## config.mk

```make
export PLATFORM = sky130hd
export DESIGN_NAME = imem_writer
export DESIGN_NICKNAME = d
export VERILOG_FILES = /design/src/rtl/imem_writer.sv
export SDC_FILE = /design/constraint.sdc
export NUM_CORES = 1
export LEC_CHECK = 0
export BUFFER_PORTS_ARGS = -buffer_cell sky130_fd_sc_hd__buf_2
export CAP_MARGIN = 5
export CORE_UTILIZATION = 63
export CTS_CLUSTER_DIAMETER = 150
export DETAILED_ROUTE_END_ITERATION = 8
export HOLD_SLACK_MARGIN = 0.02
export PLACE_DENSITY = 0.85
export SLEW_MARGIN = 20
export SYNTH_ARGS = -nofsm -noshare
export SYNTH_HDL_FRONTEND = slang
export SYNTH_SLANG_ARGS = --single-unit
```

## constraint.sdc

```tcl
create_clock -name clk -period 2.9 [get_ports clk]
set_clock_uncertainty 0.2 [all_clocks]
set_input_delay 0.145 -clock clk [delete_from_list [all_inputs] [get_ports clk]]
set_output_delay 0.145 -clock clk [all_outputs]
set_load 0.01 [all_outputs]
```

## src/rtl/imem_writer.sv

```systemverilog
// imem_writer: 32 x 32-bit instruction memory filled over a valid/ready load
// stream and read combinationally by the fetch path.
module imem_writer #(
    parameter int DEPTH = 32,
    parameter int WIDTH = 32
) (
    input  logic             clk,
    input  logic             rst_n,
    input  logic             load_start,
    input  logic             load_valid,
    input  logic [WIDTH-1:0] load_data,
    input  logic             load_last,
    output logic             load_ready,
    output logic             load_done,
    output logic             load_err,
    output logic [5:0]       words_loaded,
    input  logic [63:0]      addr,
    output logic [WIDTH-1:0] data
);

    localparam int PTR_W = $clog2(DEPTH);
    localparam logic [PTR_W-1:0] LAST_IDX = PTR_W'(DEPTH - 1);

    typedef enum logic [1:0] {
        ST_IDLE,
        ST_LOAD,
        ST_DONE
    } state_e;

    state_e           state_q, state_d;
    logic [PTR_W-1:0] ptr_q, ptr_d;
    logic [5:0]       words_q, words_d;
    logic             err_q, err_d;
    logic [WIDTH-1:0] mem_q [DEPTH];
    logic [WIDTH-1:0] mem_d [DEPTH];

    logic accept;
    logic session_start;
    logic final_word;

    // Handshake qualifiers shared by the FSM and the datapath.
    always_comb begin
        session_start = (state_q == ST_IDLE) && load_start;
        accept        = (state_q == ST_LOAD) && load_valid;
        final_word    = accept && (load_last || (ptr_q == LAST_IDX));
    end

    // State register.
    // NOTE: sequential state uses non-blocking assignments so every flop
    // samples the pre-edge value of its inputs regardless of block ordering.
    always_ff @(posedge clk or negedge rst_n) begin
        if (!rst_n) begin
            state_q <= ST_IDLE;
        end else begin
            state_q <= state_d;
        end
    end

    // Next-state logic: a session ends on load_last or on the 32nd word.
    always_comb begin
        // NOTE: the default assignment first keeps every path assigned, so
        // no latch is inferred when a case arm leaves the signal alone.
        state_d = state_q;
        case (state_q)
            ST_IDLE: if (load_start) state_d = ST_LOAD;
            ST_LOAD: if (final_word) state_d = ST_DONE;
            ST_DONE: state_d = ST_IDLE;
            default: state_d = ST_IDLE;
        endcase
    end

    // FSM outputs decode straight from the state flop, so both are registered.
    always_comb begin
        load_ready = (state_q == ST_LOAD);
        load_done  = (state_q == ST_DONE);
    end

    // Datapath next values: pointer, counters, error flag and the array.
    always_comb begin
        ptr_d   = ptr_q;
        words_d = words_q;
        err_d   = err_q;
        mem_d   = mem_q;
        if (session_start) begin
            ptr_d   = '0;
            words_d = '0;
            err_d   = 1'b0;
        end
        if (accept) begin
            mem_d[ptr_q] = load_data;
            ptr_d        = ptr_q + PTR_W'(1);
            words_d      = words_q + 6'd1;
            // Hitting the last entry without load_last means the stream was cut.
            if ((ptr_q == LAST_IDX) && !load_last) begin
                err_d = 1'b1;
            end
        end
    end

    // Datapath registers, including the storage array.
    // NOTE: the array has a reset because the fetch side must read zeros
    // after reset; this forces flops rather than a RAM macro.
    always_ff @(posedge clk or negedge rst_n) begin
        if (!rst_n) begin
            ptr_q   <= '0;
            words_q <= '0;
            err_q   <= 1'b0;
            mem_q   <= '{default: '0};
        end else begin
            ptr_q   <= ptr_d;
            words_q <= words_d;
            err_q   <= err_d;
            mem_q   <= mem_d;
        end
    end

    // Fetch read: out-of-range word indices return all ones.
    always_comb begin
        if (|addr[63:PTR_W]) begin
            data = '1;
        end else begin
            data = mem_q[addr[PTR_W-1:0]];
        end
    end

    assign words_loaded = words_q;
    assign load_err     = err_q;

endmodule

```

# == Word level (Yosys, flattened, before mapping) ==
# Index checks and enable logic that the tools add are counted.
# word_totals
out_inout_bits,41
regBits,1038
word_cells,76
input_bits,101
# op_classes
n_mux,17
bitwise_logic,2
n_eq_ne,5
n_reduce_logical,11
magnitude_cmp,3
add_sub_neg,2
# op_table
cell,count
$bwmux W1024,1
$bmux W32 S5,1
$demux W32 S5,1
$mux W32,4
$reduce_or A59 Y1,1
$ge A6 B6 Y1 const B,2
$mux W6,2
$not A5 Y6,2
$mux W5,2
$add A6 B1 Y6 const B,1
$lt A6 B1 Y1 const B,1
$add A5 B1 Y5 const B,1
$eq A5 B5 Y1 const B,1
$logic_and A1 B1 Y1,5
$mux W2,2
$pmux W2 S2,1
$mux W1,3
$eq A2 B1 Y1 const B,1
$eq A2 B2 Y1 const B,1
$logic_not A2 Y1,1
$ne A2 B1 Y1 const B,1
$ne A2 B2 Y1 const B,1
$reduce_and A2 Y1,1
$reduce_bool A2 Y1,1
2 further kinds,2

# == Depth between registers and ports, before layout ==
# logic_depth
ltp_word,6
ltp_mapped,8
depth_no_buf,6

# == Least setup slack after synthesis ==
# No wires, ideal clock.
# synth_path
kind,reg2reg
start,register state_q[1]
end,register mem_q[65] (netlist name)
required_time_ps,2575
path_buffers,2
stages_incl_launch_ff,9
period_less_slack_ps,2105
setup_time_ps,125
arrival_ps,1781
setup_slack_ps,795
cell_sequence,dfrtp_1 -> nand2b_1 -> inv_2 -> and2_1 -> buf_4 -> nand2_4 -> nor2_2 -> buf_4 -> mux2_2
# synth_between
elab_chain_cells,2
# synth_rtl
element,line,source
from (decl),30,"state_e state_q, state_d;"
from (signal assigned),55,state_q <= state_d;
$eq A2 B1 Y1,--,
named net load_ready,13,"output logic load_ready,"
$logic_and A1 B1 Y1,44,accept = (state_q == ST_LOAD) && load_valid;
to (signal assigned),113,mem_q <= mem_d;
to (decl),34,logic [WIDTH-1:0] mem_q [DEPTH];
# The timed path passes the listed nets, and every way through them passes these cells.
# A chain may end at the register's enable or synchronous reset.

# == Final worst setup path ==
# layout_path
start,input addr[1]
end,output data[3]
# layout_between
elab_chain_cells,5
# layout_rtl
element,line,source
from (decl),17,"input logic [63:0] addr,"
$not A5 Y6 (implied by the code),122,data = mem_q[addr[PTR_W-1:0]];
$bmux W32 S5,122,
$mux W32 (implied by the code) (2 in a row),122,
$mux W32,119,if (|addr[63:PTR_W]) begin
to (decl),18,output logic [WIDTH-1:0] data
# No other way between the ends. The select of a mux whose other input is x is not followed.

==> impl_metrics.ini <==
[setup_path]
cp.buffers_inverters = 5
setup.worst_path.start = addr[1]
max_stage_delay_ns = 0.54
ff2ff_path_depth = 4
worst-endpoint-required_ns = 2.56
critical_path_class = input port to output port
startpoint_type = input port
reg2reg_slack_ns = 0
arrival_ns = 2.64
r2r_start = ptr_q[2]
path_delay_family = buffers and inverters
cp_num_cells = 10
cp-endpoint = data[3]
path_max_fanout = 29
path_cells = buf_6, buf_4, nor2_4, buf_4, a221oi_1, o21ai_0, and3_1, a32oi_1, buf_4, buf_2
reg2reg_to = mem_q[815]
crit_slowest_cell = nor2_4
end_kind = output port
crit_top_cell = buf_4

[sta]
final.setup.worst_slack_ns = -0.0864
min_period_over_period = 1.03
finalHoldViolCount = 0
worstMarginPinSlew_ns = 1.21
max_clock_freq_mhz = 335
relSlewSlack = 0.188
whs_ns = 0.102
drv_slew = 0
setup_viol_count_final = 2
post-route-min-period_ns = 2.99
rsz0062_at_grt = yes

[logic_synthesis]
synth_cell_type_count = 46
ys_seq_area_frac = 0.544
syn-num-nets = 3325
synthesis.area_um2 = 47800
yosysWarnings = 0
avgSynthCellArea_um2 = 14.8
synth-edff-count = 0
synthCells = 3218
yosys_register_bits = 1038
synthFlopType = dfrtp_1
synthArstFlopShare = 1.00

[pwr]
power_density_nw_per_um2 = 671
power_leakage_uw = 0.0263
ir_worst_vdd_mv = 0.636

[cells_and_area]
fin_nets = 3437
syn_to_final_growth_pct = 13.3
drive_gt1_frac = 0.491

[global_routing]
grt_busiest_layer = met2
met2_usage = 0.565
grt_use_met3 = 0.0769
grt_overflow = 0
grt_pass1_vias = 32939
track_usage = 0.351
grt_max_degree = 103
use_met1 = 0.457
grt_pass1_wl_um = 203000
antenna_found_initial = 3

[cts]
numClockSinks = 1038
cts-buffers-inserted = 104
clkSlewWorstSetupHoldPaths_ns = 0.06
htreeDepth = 3
cts_tree = done
cts_root_buf = clkbuf_16
clk_latency_ns = 0.68
cts_setup_buffers = 0
cts_buffer_depth = 3

[floorplanning]
coreArea_um2 = 74700
chipHeight_um = 277
row_count = 100
die-area_um2 = 76900
num_io_pins = 142
start_util = 0.639
die_w_um = 277

[placed_design]
dpl.hpwl_um = 76300
gp_congestion = 0.818
dp_slack_ns = 0.0750
portBuffers = 141

[route]
viasPerCell = 6.92
wl_per_cell_um = 30.3
remaining_drc_errors = 0
ant_nets = 0
firstDrtPassIters = 7
vias = 30380
initialDrtViolationCount = 3087
routed_wl_um = 133000

[outcome]
violations = negative setup slack
status = complete, but fails checks

[flow_run]
maxCapViolations = 0

[worst_hold_path]
hp-class = input port to asynchronous set/reset pin
==> layer usage <==
metal,up-vias,share of wire
li1,12286,-
met1,16063,0.38
met2,1589,0.48
met3,438,0.088
met4,4,0.048
met5,-,0.00017
==> final cells by class <==
type | instances | area [um2]
Clock inverter | 37 | 552
Tap cell | 969 | 1210
Antenna cell | 1 | 2.50
Fill cell | 4401 | 20600
Timing Repair Buffer | 315 | 2890
Multi-Input combinational cell | 1865 | 20300
Sequential cell | 1038 | 26000
Inverter | 6 | 22.5
Clock buffer | 157 | 3170
==> logic make-up (layout without fill, tap and decap cells) <==
logic type | count (synthesis) | in the layout | share of synthesized area
other | 0 | 1 | 0
multiplexers | 1408 | 1408 | 0.356
adder cells (fa/ha/maj) | 6 | 6 | 0.00157
AND/OR/NAND/NOR | 162 | 163 | 0.0172
flip-flops | 1038 | 1038 | 0.544
AO/OA/AOI/OAI | 288 | 288 | 0.0460
buffers and inverters | 316 | 515 | 0.0349
==> cell usage after synthesis (all sizes together), types with 15 or more instances <==
| cell | number | area [um2] |
|---|---|---|
| a22oi | 31 | 233 |
| nand2 | 60 | 233 |
| nor2 | 21 | 104 |
| o21ai | 73 | 365 |
| a32oi | 31 | 272 |
| a221oi | 111 | 991 |
| nor4 | 15 | 93.8 |
| clkbuf | 140 | 527 |
| and3 | 21 | 131 |
| mux2i | 222 | 2220 |
| buf | 170 | 1120 |
| mux4 | 128 | 2880 |
| dfrtp | 1038 | 26000 |
| o221ai | 17 | 149 |
| a21o | 15 | 113 |
| mux2 | 1058 | 11900 |
| nor3 | 19 | 95.1 |
==> tightest hold or removal path, delay by kind of cell <==
kind	cells	cell delay, ns
buffers and inverters	3	1.19
==> worst min path at each step <==
stage                       to  slack, ns  cells after the start
6_report            mem_q[447]       0.10                      3
5_1_grt             mem_q[255]       0.13                      3
4_1_cts             mem_q[447]       0.11                      3
3_5_place_dp   words_loaded[4]      0.006                      1
3_3_place_gp        mem_q[803]      0.009                      1
2_1_floorplan         load_err      -0.35                      0
==> layout by cell type (no fill, tap or decap), types with 6 or more instances in the layout <==
master	instances
and3_1	21
nand2_1	43
nand4_1	6
nor3_1	19
buf_2	137
a32oi_1	28
clkbuf_8	30
mux2_2	1050
mux2i_1	222
o221ai_1	17
mux4_2	128
clkbuf_16	107
dfrtp_1	1038
bufinv_16	12
buf_12	59
a21o_1	15
o21ai_0	73
mux2_1	8
nor4_1	15
a22oi_1	31
clkbuf_1	20
a221oi_1	108
nand2_2	16
nor2_4	17
dlygate4sd3_1	37
buf_4	78
clkinv_2	17
ha_1	6
nand3_1	6
==> state kept, by name, indices dropped and copies added (netlist names) <==
name,cells
ptr_q,5
load_err,1
words_loaded,6
mem_q,1024
state_q,2
==> stage by stage <==
stage / util / setup TNS, ns / power, uW / cell area [um2] / std cells
3_3_place_gp: 0.669 / 0 / 21500 / 50000 / 4154
4_1_cts: 0.724 / 0 / 36300 / 54100 / 4387
2_1_floorplan: - / 0 / 20300 / 47800 / 3218
3_5_place_dp: 0.669 / 0 / 22000 / 50000 / 4154
6_report: 0.725 / -0.0871 / 36300 / 54100 / 4388
5_1_grt: 0.725 / 0 / 37500 / 54100 / 4388
==> power breakdown <==
part / total, uW / internal, uW / switching (uW) / leakage [uW]
registers: 17100 / 16200 / 921 / 0.0142
clock network: 14400 / 8610 / 5810 / 0.00183
logic: 4830 / 2460 / 2370 / 0.0102
total: 36300 / 27200 / 9100 / 0.0263
==> what timing repair did <==
action | 4_1_cts | 5_1_grt
setup endpoints to repair | 2 | 3
hold endpoints to repair | 1976 | 0
resized for setup | 1 | 3
hold buffers | 38 | 0
gates cloned | 1 | 0
Note: power is estimated with default switching activity, not from simulation.
